### src/rtl/i2s_audio_serializer.sv
// I2S transmitter: latches one stereo pair per 1024-clk frame and shifts it out MSB first
// with the standard one-SCK delay after each LRCK edge. MCLK/SCK/LRCK are free-running counter taps.
module i2s_audio_serializer #(
  parameter int unsigned DATA_W = 16
) (
  input  logic              clk,
  input  logic              rst,
  input  logic [DATA_W-1:0] audio_in_left,
  input  logic [DATA_W-1:0] audio_in_right,
  input  logic              mute,
  output logic              audio_mclk,
  output logic              audio_sck,
  output logic              audio_lrck,
  output logic              audio_sdin,
  output logic              sample_tick
);

  localparam int unsigned CNT_W  = 10;
  localparam int unsigned SLOT_W = 5;
  localparam int unsigned WORD_W = 32;
  localparam logic [SLOT_W-1:0] LAST_BIT_SLOT = SLOT_W'(DATA_W);

  logic [CNT_W-1:0]  cnt_q, cnt_d;
  logic [DATA_W-1:0] hold_l_q, hold_l_d;
  logic [DATA_W-1:0] hold_r_q, hold_r_d;
  logic              sdin_q, sdin_d;
  logic              tick_q, tick_d;

  logic              frame_end;
  logic              sck_fall;
  logic [SLOT_W-1:0] slot_nxt;
  logic [SLOT_W-1:0] bit_idx;
  logic [WORD_W-1:0] word_ext;

  // Next-state: counter, frame latch, and serial bit for the slot that starts on the next edge
  always_comb begin
    cnt_d     = cnt_q + CNT_W'(1);
    frame_end = (cnt_q == '1);
    sck_fall  = (cnt_q[3:0] == 4'hF);
    slot_nxt  = cnt_d[8:4];
    word_ext  = cnt_d[9] ? WORD_W'(hold_r_q) : WORD_W'(hold_l_q);
    bit_idx   = LAST_BIT_SLOT - slot_nxt;

    hold_l_d  = hold_l_q;
    hold_r_d  = hold_r_q;
    sdin_d    = sdin_q;
    tick_d    = frame_end;

    if (frame_end) begin
      hold_l_d = mute ? '0 : audio_in_left;
      hold_r_d = mute ? '0 : audio_in_right;
    end

    // Slot 0 is the one-bit I2S delay; slots past the word are zero padding
    if (sck_fall) begin
      if ((slot_nxt != '0) && (slot_nxt <= LAST_BIT_SLOT)) begin
        sdin_d = word_ext[bit_idx];
      end else begin
        sdin_d = 1'b0;
      end
    end
  end

  always_ff @(posedge clk) begin
    if (rst) begin
      cnt_q    <= '0;
      hold_l_q <= '0;
      hold_r_q <= '0;
      sdin_q   <= 1'b0;
      tick_q   <= 1'b0;
    end else begin
      cnt_q    <= cnt_d;
      hold_l_q <= hold_l_d;
      hold_r_q <= hold_r_d;
      sdin_q   <= sdin_d;
      tick_q   <= tick_d;
    end
  end

  assign audio_mclk  = cnt_q[1];
  assign audio_sck   = cnt_q[3];
  assign audio_lrck  = cnt_q[9];
  assign audio_sdin  = sdin_q;
  assign sample_tick = tick_q;

endmodule
### config.mk
export PLATFORM = sky130hd
export DESIGN_NAME = i2s_audio_serializer
export DESIGN_NICKNAME = d
export VERILOG_FILES = /design/src/rtl/i2s_audio_serializer.sv
export SDC_FILE = /design/constraint.sdc
export NUM_CORES = 1
export LEC_CHECK = 0
export BUFFER_PORTS_ARGS = -buffer_cell sky130_fd_sc_hd__buf_4
export CORE_MARGIN = 2
export CORE_UTILIZATION = 49
export DETAILED_ROUTE_END_ITERATION = 12
export HOLD_SLACK_MARGIN = 0.12
export PLACE_DENSITY = 0.8
export REMOVE_ABC_BUFFERS = 1
export SETUP_SLACK_MARGIN = 0.15
export SYNTH_ARGS = -nofsm -noshare
export SYNTH_HDL_FRONTEND = slang
export SYNTH_SLANG_ARGS = --single-unit
export TNS_END_PERCENT = 100
### constraint.sdc
create_clock -name clk -period 2.4 [get_ports clk]
set_clock_uncertainty 0.15 [all_clocks]
set_input_delay 0.12 -clock clk [delete_from_list [all_inputs] [get_ports clk]]
set_output_delay 0.12 -clock clk [all_outputs]
set_load 0.02 [all_outputs]
# After elaboration in Yosys (flattened, before gate mapping)
# Index checks and enable logic that the tools add are counted.
# word_totals
regBits,44
word_cells,19
# classes
n_lt_le_gt_ge,2
reduce_logical,2
n_addsub,2
eq_ne,2
n_mux,6
# ops
op,n
16-bit two-way mux,3
"10-bit by 1-bit adder with 10-bit output, second input constant",1
"10-bit equality test, second input constant",1
"5-bit by 6-bit less-than comparator with 1-bit output, second input constant",1
1-bit binary-select mux with 5-bit select,1
"5-bit <= comparator, second input constant",1
5-bit nonzero test,1
"5-bit subtractor, first input constant",1
"4-bit equality test, second input constant",1
1-bit two-way mux,2
1-bit logical AND,1

# Depth between registers and ports, before layout
# Gate-level depths: netlist of run 1.
# logic_depth
word_depth,5
depth_mapped,10

# Least setup slack after synthesis of run 1
# Ideal clock, no wire load.
# synth_path
path_kind,register to register
start,reg cnt_q[1]
end,"reg sdin_q, in the netlist audio_sdin"
required_ns,2.191
synth_period_minus_slack_ns,2.689
arrival_time_ns,2.480
setup_slack_ns,-0.289
stages_incl_launch_ff,11
setup_time_ns,0.059
path_cell_list,dfxtp_1 > ha_1 > and3_1 > buf_6 > xnor2_2 > ha_1 > mux2_2 > a21oi_1 > xnor2_1 > a2111oi_2 > a31o_1
# synth_between
elab_chain_cells,5
word_cells_on_any_way,10
# synth_lines
element,line_no,rtl
"start, declared",23,"logic [CNT_W-1:0] cnt_q, cnt_d;"
"start signal, assigned",72,cnt_q <= cnt_d;
10-bit by 1-bit adder with 10-bit output,37,cnt_d = cnt_q + CNT_W'(1);
5-bit subtractor / 16-bit two-way mux (equally long branches),"42, 41",
1-bit binary-select mux with 5-bit select,57,sdin_d = word_ext[bit_idx];
1-bit two-way mux (not written as such),57,
1-bit two-way mux,56,if ((slot_nxt != '0) && (slot_nxt <= LAST_BIT_SLOT)) begin
"end signal, assigned",75,sdin_q <= sdin_d;
"end, declared",26,"logic sdin_q, sdin_d;"
# Several ways; a longest one is shown, not always the timed one. The select of a mux whose other input is x is not followed.
# A chain may end at the register's enable or synchronous reset.

# Final worst setup path of run 1
# layout_path
start,reg cnt_q[0]
end,"reg sdin_q, in the netlist audio_sdin"
# The elaborated chain is that of the path after synthesis.

==> implementation parameters, run 1 <==
Parameter                              Value

Floorplanning
  Starting utilization of the core area ... 0.506
  Number of standard-cell rows in the floorplan ... 23
  Area of the core region ... roughly 4000 µm²
  DIE AREA ... roughly 4700 µm²
  Vert. Die Dim ... just under 70 µm
  Chip Width ... between 60 and 70 µm
  Boundary Pins ... 40

Setup path
  Worst path required time ... roughly 2500 ps
  Type of element capturing the critical path ... register
  CP startpoint ... cnt_q[0]
  Reg-to-Reg Start ... cnt_q[0]
  Type of the worst setup path ... reg -> reg
  Kind of start point of the critical path ... register
  Arrival time of the worst setup path ... 2370 ps
  Maximum fanout along the worst path ... 3

STA
  Final cycle utilization of the critical path ... 0.963
  Hold Fails Final Rpt ... 0
  F_max ... between 0.4 and 0.5 GHz
  Worst hold margin ... ~250 ps
  Slew at the pin closest to its max-slew limit ... between 300 and 400 ps
  RSZ-0062 raised after global routing ... true
  Count of final max-slew check failures ... 0
  Final critical-path required period ... ~2300 ps
  Minimum setup slack in the final design ... around 88 ps
  Endpoints failing setup ... 0
  Worst slew margin relative to its limit ... 0.773

Final layout
  Filler cell count ... roughly 220
  Post-synthesis to final-layout area growth ... 58.4%
  Diodes inserted ... 0
  Footprint of the multi-input gates ... about 1200 µm²
  Combined flip-flop and latch cell area ... 898 µm²
  Share of post-route cells with drive strength above 1 ... 0.414
  Number of nets in the layout ... 333

Global routing
  Number of global-route vias before repair ... between 1500 and 2000
  Remaining global-route overflow ... 0
  Gr usage total ... 0.261
  Global-route wire length before repair ... approximately 8.9 mm
  Maximum number of pins on one net before global-route repair ... 33
  Antenna violations before repair ... 0

Drt
  Vias per cell ... between 6 and 7
  DRC viols ... 0
  Avg WL per Cell ... around 18 µm
  Iteration-0 DRC count of the detailed router ... roughly 220
  DRT Wirelength ... roughly 6.4 mm
  Count of antenna-violating nets left after detailed routing ... 0
  Vias ... around 2100
  Detailed-router iteration count before antenna repair ... 5

Yosys
  Leading register cell type out of synthesis ... sky130_fd_sc_hd__dfxtp_1
  Synthesized instance count ... about 200
  Cell area after synthesis ... between 2000 and 2500 µm²
  Post-synth cell types ... between 40 and 50
  Proportion of netlist area held by the largest area contributor ... 0.435
  Number of enable flip-flop cells after synthesis ... 0
  Seq cells post-synth ... 44
  Top cell type by total area after synthesis ... sky130_fd_sc_hd__dfxtp_1
  Fraction of registers with async set/reset ... 0
  Post-synthesis area per instance ... ~10 µm²
  Leading post-synthesis cells by cell area ... sky130_fd_sc_hd__dfxtp_1 44%, sky130_fd_sc_hd__a22o_1 14%, sky130_fd_sc_hd__nand3_1 6.4%
  Sequential share of the synthesized area ... 0.435
  Synthesis Warnings ... 0

Status
  Result of the run ... finished, final reports clean

Placement
  Gp weighted congestion ... ~0.84
  Post-placement setup slack ... -6.92 ps
  HPWL after DPL ... between 3 and 4 mm
  Port-buffer cells ... 39

CTS
  CTS Buffer Depth ... 2
  Max H-tree Level ... 2
  Number of clock sinks ... 44
  Clock tree from TritonCTS ... built
  Cell chosen for the clock root ... sky130_fd_sc_hd__clkbuf_8
  Number of buffers created by CTS ... 5
  Skew-Pair Late Insertion Delay ... slightly above 300 ps
  Clock-pin slew on the worst setup and hold paths ... around 90 ps

Hold path
  Hold Startpoint ... mute
  Worst hold path type ... in -> reg

Power
  Worst VDD drop ... about 0.00043 V
  Pwr dens ... roughly 460 nW/µm²
  Leakage ... roughly 1.2 nW

Run
  Max-cap check violation count ... 0
==> sequential cells by signal (all words and copies together) (netlist names) <==
signal       cells
hold_l_q        16
hold_r_q        16
cnt_q           10
audio_sdin       1
sample_tick      1
==> critical path, stage by stage, from the launching register on <==
cell and delay [ps]:
sky130_fd_sc_hd__dfxtp_2 370, sky130_fd_sc_hd__ha_4 140, sky130_fd_sc_hd__and3_4 230, sky130_fd_sc_hd__buf_6 110
sky130_fd_sc_hd__and3_4 210, sky130_fd_sc_hd__xnor2_4 140, sky130_fd_sc_hd__xor2_2 250, sky130_fd_sc_hd__buf_4 170
sky130_fd_sc_hd__nor2b_1 150, sky130_fd_sc_hd__a22oi_1 90, sky130_fd_sc_hd__a31o_1 220
==> power breakdown <==
part	switching [W]	internal (W)
Sequential	0.00000501	0.000732
Clock	0.000267	0.000340
Combinational	0.0000440	0.0000854
Total	0.000316	0.00116
==> layer usage <==
metal  GRT usage  vias up  share of wire
li1            -      939              -
met1       0.313      970           0.40
met2       0.432      140           0.47
met3      0.0576       35          0.080
met4       0.138        0          0.050
met5           0        -              0
==> final cells by class <==
class | count | share of cell area
clock buffer | 6 | 0.0258
clock inverter | 2 | 0.0121
inverter | 1 | 0.00117
sequential | 44 | 0.280
tap | 50 | 0.0195
timing repair buffer | 102 | 0.274
multi-input combinational | 142 | 0.387
==> layout by cell type, fill, tap and decap left out, types with 2 or more instances in the layout <==
| cell | Yosys | layout |
|---|---|---|
| sky130_fd_sc_hd__nand4_1 | 3 | 3 |
| sky130_fd_sc_hd__nand2_1 | 4 | 4 |
| sky130_fd_sc_hd__nor2_1 | 14 | 13 |
| sky130_fd_sc_hd__xnor2_1 | 4 | 4 |
| sky130_fd_sc_hd__buf_4 | 1 | 66 |
| sky130_fd_sc_hd__nor2b_1 | 4 | 2 |
| sky130_fd_sc_hd__xor2_2 | 1 | 2 |
| sky130_fd_sc_hd__buf_12 | 0 | 2 |
| sky130_fd_sc_hd__and3_4 | 1 | 3 |
| sky130_fd_sc_hd__nand3_4 | 0 | 2 |
| sky130_fd_sc_hd__nand3_1 | 26 | 23 |
| sky130_fd_sc_hd__dfxtp_1 | 44 | 36 |
| sky130_fd_sc_hd__ha_4 | 0 | 2 |
| sky130_fd_sc_hd__nand3_2 | 2 | 3 |
| sky130_fd_sc_hd__clkbuf_8 | 0 | 6 |
| sky130_fd_sc_hd__dfxtp_2 | 0 | 5 |
| sky130_fd_sc_hd__xnor2_4 | 0 | 2 |
| sky130_fd_sc_hd__a22o_1 | 32 | 32 |
| sky130_fd_sc_hd__o21ai_1 | 2 | 4 |
| sky130_fd_sc_hd__o21ai_0 | 12 | 10 |
| sky130_fd_sc_hd__mux2i_2 | 0 | 2 |
| sky130_fd_sc_hd__dfxtp_4 | 0 | 3 |
| sky130_fd_sc_hd__a32o_1 | 2 | 2 |
| sky130_fd_sc_hd__dlygate4sd3_1 | 0 | 33 |
==> logic make-up (layout without fill, tap and decap cells) <==
family	after synthesis	in the layout	share of synthesized area
AO/OA/AOI/OAI	58	58	0.237
XOR/XNOR	10	10	0.0544
adder cells (fa/ha/maj)	2	2	0.0124
buffers and inverters	15	111	0.0414
flip-flops	44	44	0.435
multiplexers	3	3	0.0155
AND/OR/NAND/NOR	69	69	0.204
==> synthesized netlist by cell type, types with 3 or more instances <==
master	number
sky130_fd_sc_hd__dfxtp_1	44
sky130_fd_sc_hd__a22o_1	32
sky130_fd_sc_hd__nand3_1	26
sky130_fd_sc_hd__nor2_1	14
sky130_fd_sc_hd__o21ai_0	12
sky130_fd_sc_hd__buf_2	7
sky130_fd_sc_hd__clkbuf_1	4
sky130_fd_sc_hd__nand2_1	4
sky130_fd_sc_hd__nor2b_1	4
sky130_fd_sc_hd__xnor2_1	4
sky130_fd_sc_hd__nand4_1	3
sky130_fd_sc_hd__xor2_1	3
==> final timing paths <==
kind | to | slack [ps] | cells after the start
worst max-delay path | audio_sdin | 90 | 10
worst min-delay path | hold_r_q[0] | 250 | 4
worst max register to register | audio_sdin | 90 | 10
worst min register to register | hold_r_q[15] | 340 | 1
==> stage by stage <==
step	setup TNS, ps	cell area (µm²)	total power, W	instances	utilization
4_1_cts	0	3000	0.00146	338	0.749
3_3_place_gp	0	2460	0.000833	295	0.616
3_5_place_dp	-6.92	2460	0.000834	295	0.616
5_1_grt	0	3200	0.00152	347	0.801
6_report	0	3200	0.00147	347	0.801
2_1_floorplan	-27140	1940	0.000770	187	-
==> timing repair <==
action,CTS,global route
endpoints found under the setup margin,1,1
setup buffers,2,9
pin swaps,8,15
gates resized for setup,12,31
hold endpoints to repair,43,0
hold buffers,33,0
(Power assumes the default switching activity.)
==> run 2: changes to the inputs <==
Settings changed: GPL_TIMING_DRIVEN set to 0, SETUP_SLACK_MARGIN 0.15 to not set.
==> run 2 against run 1 <==
Effect of this change: die area did not move; largest power group unchanged; core utilization shrank 5.4 points; highest routed layer unchanged; first-iteration DRC count down 62%; sequential share of layout area up 2.0 points; sequential power hardly changed; clock power is 19% lower; combinational power shrank 6%; critical endpoint unchanged; register-to-register slack about the same; via count fell by 12%.
==> implementation parameters, run 2 (same netlist as run 1, synthesis figures left out) <==
Parameter                              Value

Setup path
  Worst path cell trace ... ha_4 -> and3_4 -> buf_4 -> and3_4 -> xnor2_2 -> xor2_4 -> nor2_2 -> a2111oi_2 -> a31o_1
  Kind of start point of the critical path ... register
  Arrival time of the worst setup path ... 2400 ps (+30 ps)
  Type of element capturing the critical path ... register
  Cell seen most often among critical-path stages ... sky130_fd_sc_hd__and3_4
  CP top delay family ... compound AO/OA/AOI/OAI gates
  CP bufs+invs ... 1 (-1)
  Maximum fanout along the worst path ... 4 (+1)
  Type of the worst setup path ... reg -> reg
  Slowest library cell on the worst path ... sky130_fd_sc_hd__dfxtp_4
  Crit path largest cell delay ... 370 ps (about the same)
  Worst path required time ... 2500 ps (+40 ps)

Placement
  HPWL after DPL ... 3.09 mm (-1.4%)
  Gp weighted congestion ... 0.852 (+1.0%)
  Dpl cells ... 279 (-5.4%)
  Post-placement setup slack ... -335 ps (-328 ps)
  Port-buffer cells ... 39 (unchanged)

Power
  Design internal power ... 0.00105 W (-9.5%)
  Worst VDD drop ... 0.000432 V (about the same)
  Total Power ... 0.00135 W (-8.3%)
  Switching Share ... 0.224 (+0.0100)
  Leakage ... 1.14 nW (-7.6%)
  Pwr dens ... 453 nW/µm² (-1.6%)
  Psw ... 0.000303 W (-4.0%)
  Relative contribution of combinational cells to total power ... 0.089 (about the same)
  Sequential fraction of design power ... 0.548 (+0.048)
  Clock network fraction of total power ... 0.363 (-0.049)

Global routing
  Global-route wire length before repair ... 8.22 mm (-7.6%)
  Remaining global-route overflow ... 0 (unchanged)
  Number of global-route vias before repair ... 1751 (-9.2%)
  Maximum number of pins on one net before global-route repair ... 21 (-36%)
  Gr usage total ... 0.242 (-0.0187)
  Antenna violations before repair ... 0 (unchanged)

STA
  Final cycle utilization of the critical path ... 0.958 (-0.00556)
  Hold Fails Final Rpt ... 0 (unchanged)
  RSZ-0062 raised after global routing ... true
  Count of final max-slew check failures ... 0 (unchanged)
  Final critical-path required period ... 2300 ps (-13.3 ps)
  Slew at the pin closest to its max-slew limit ... 997 ps (+657 ps)
  Endpoints failing setup ... 0 (unchanged)
  Final setup TNS ... 0 ps (unchanged)
  Minimum setup slack in the final design ... 101 ps (+13.3 ps)
  Worst hold margin ... 306 ps (+55.9 ps)
  Worst slew margin relative to its limit ... 0.333 (-0.440)
  F_max ... 0.435 GHz (+0.58%)

Drt
  DRT Wirelength ... 5.19 mm (-18%)
  Count of antenna-violating nets left after detailed routing ... 0 (unchanged)
  DRC viols ... 0 (unchanged)
  Detailed-router iteration count before antenna repair ... 4 (-1)
  Avg WL per Cell ... 15.6 µm (-15%)
  Vias per cell ... 5.55 (-7.6%)
  Vias ... 1843 (-12%)
  Iteration-0 DRC count of the detailed router ... 84 (-62%)

Floorplanning
  Number of standard-cell rows in the floorplan ... 23 (unchanged)
  Chip Width ... 68.3 µm (unchanged)
  Vert. Die Dim ... 68.3 µm (unchanged)
  Boundary Pins ... 40 (unchanged)
  Area of the core region ... 4000 µm² (unchanged)
  Starting utilization of the core area ... 0.506 (unchanged)
  DIE AREA ... 4660 µm² (unchanged)

Final layout
  Registers with the most flip-flops ... hold_l_q: 16 flops, hold_r_q: 16 flops, cnt_q: 10 flops
  Cell Count, Final, Fillers Out ... 332 (-4.3%)
  Combined flip-flop and latch cell area ... 896 µm² (-0.28%)
  Most frequent standard cell in the layout excluding fill and tap cells ... sky130_fd_sc_hd__buf_4
  Commonest cells after routing, fill and taps aside ... 49 x sky130_fd_sc_hd__buf_4, 38 x sky130_fd_sc_hd__dfxtp_1, 34 x sky130_fd_sc_hd__dlygate4sd3_1
  Post-synthesis to final-layout area growth ... 47.6%
  Footprint of the multi-input gates ... 1160 µm² (-6.5%)
  Number of nets in the layout ... 318 (-4.5%)
  Filler cell count ... 282 (+26%)
  Diodes inserted ... 0 (unchanged)
  Share of post-route cells with drive strength above 1 ... 0.348 (-0.0666)

Run
  Max-cap check violation count ... 0 (unchanged)

Status
  Result of the run ... finished, final reports clean

CTS
  Number of buffers created by CTS ... 5 (unchanged)
  Clock tree from TritonCTS ... built
  Number of clock sinks ... 44 (unchanged)
  Skew-Pair Late Insertion Delay ... 300 ps (about the same)
  Clock-pin slew on the worst setup and hold paths ... 80 ps (about the same)
  Max H-tree Level ... 2 (unchanged)
  CTS Buffer Depth ... 2 (unchanged)
  Cell chosen for the clock root ... sky130_fd_sc_hd__clkbuf_8

Hold path
  Worst hold path type ... reg -> reg
==> run 2: changes by cell type in the layout (fill, tap and decap cells not counted), sizes merged <==
cell         previous run  this run
dlygate4sd3            33        34
clkinvlp                0         2
bufinv                  1         0
clkinv                  1         0
buf                    69        53
==> run 2: layer usage <==
metal | track usage | up-vias | part of all wire | wire length (µm)
met5 | 0 | - | 0 | 0
met4 | 0.0850 | 0 | 0.018 | 91
met3 | 0.0543 | 8 | 0.047 | 242
met2 | 0.421 | 54 | 0.50 | 2600
met1 | 0.291 | 868 | 0.43 | 2260
li1 | - | 913 | - | -
==> run 2: final timing paths <==
kind	cells after the start	start	slack, ps	endpoint
setup reg to reg	9	cnt_q[1]	100	audio_sdin
hold / removal	1	cnt_q[0]	310	cnt_q[0]
setup / recovery	9	cnt_q[1]	100	audio_sdin
hold reg to reg	1	cnt_q[0]	310	cnt_q[0]
==> run 2: power groups by stage <==
stage	combinational, W	clock [W]	sequential, W
after global placement	0.0000676	0	0.000756
after floorplan	0.0000122	0	0.000758
after CTS	0.000116	0.000501	0.000739
after detailed placement	0.0000709	0	0.000756
final	0.000121	0.000491	0.000740
after global routing	0.000130	0.000541	0.000741
==> run 2: worst register-to-register path: cells and delay by family (launching register included) <==
| kind | cells | cell delay [ps] |
|---|---|---|
| adder cells (fa/ha/maj) | 1 | 170 |
| XOR/XNOR | 2 | 470 |
| AND/OR/NAND/NOR | 3 | 410 |
| buffers and inverters | 1 | 150 |
| flip-flops | 1 | 370 |
| AO/OA/AOI/OAI | 2 | 540 |
==> run 2: cell type report <==
class / instances / share of cell area
Clock inverter: 2 / 0.00503
Sequential cell: 44 / 0.300
Timing Repair Buffer: 87 / 0.256
Tap cell: 50 / 0.0209
Clock buffer: 6 / 0.0276
Multi-Input combinational cell: 142 / 0.389
Inverter: 1 / 0.00126
==> run 2: metrics by stage <==
step	cell area (µm²)	utilization
3_3_place_gp	2300	0.575
3_5_place_dp	2350	0.587
4_1_cts	2890	0.722
2_1_floorplan	1940	-
5_1_grt	2990	0.747
6_report	2990	0.747
==> run 2: timing repair <==
action,CTS,global route
setup endpoints to repair,1,10
hold endpoints to repair,44,0
resized for setup,14,13
hold buffers,34,0
pin swaps,3,6
buffers inserted,7,5
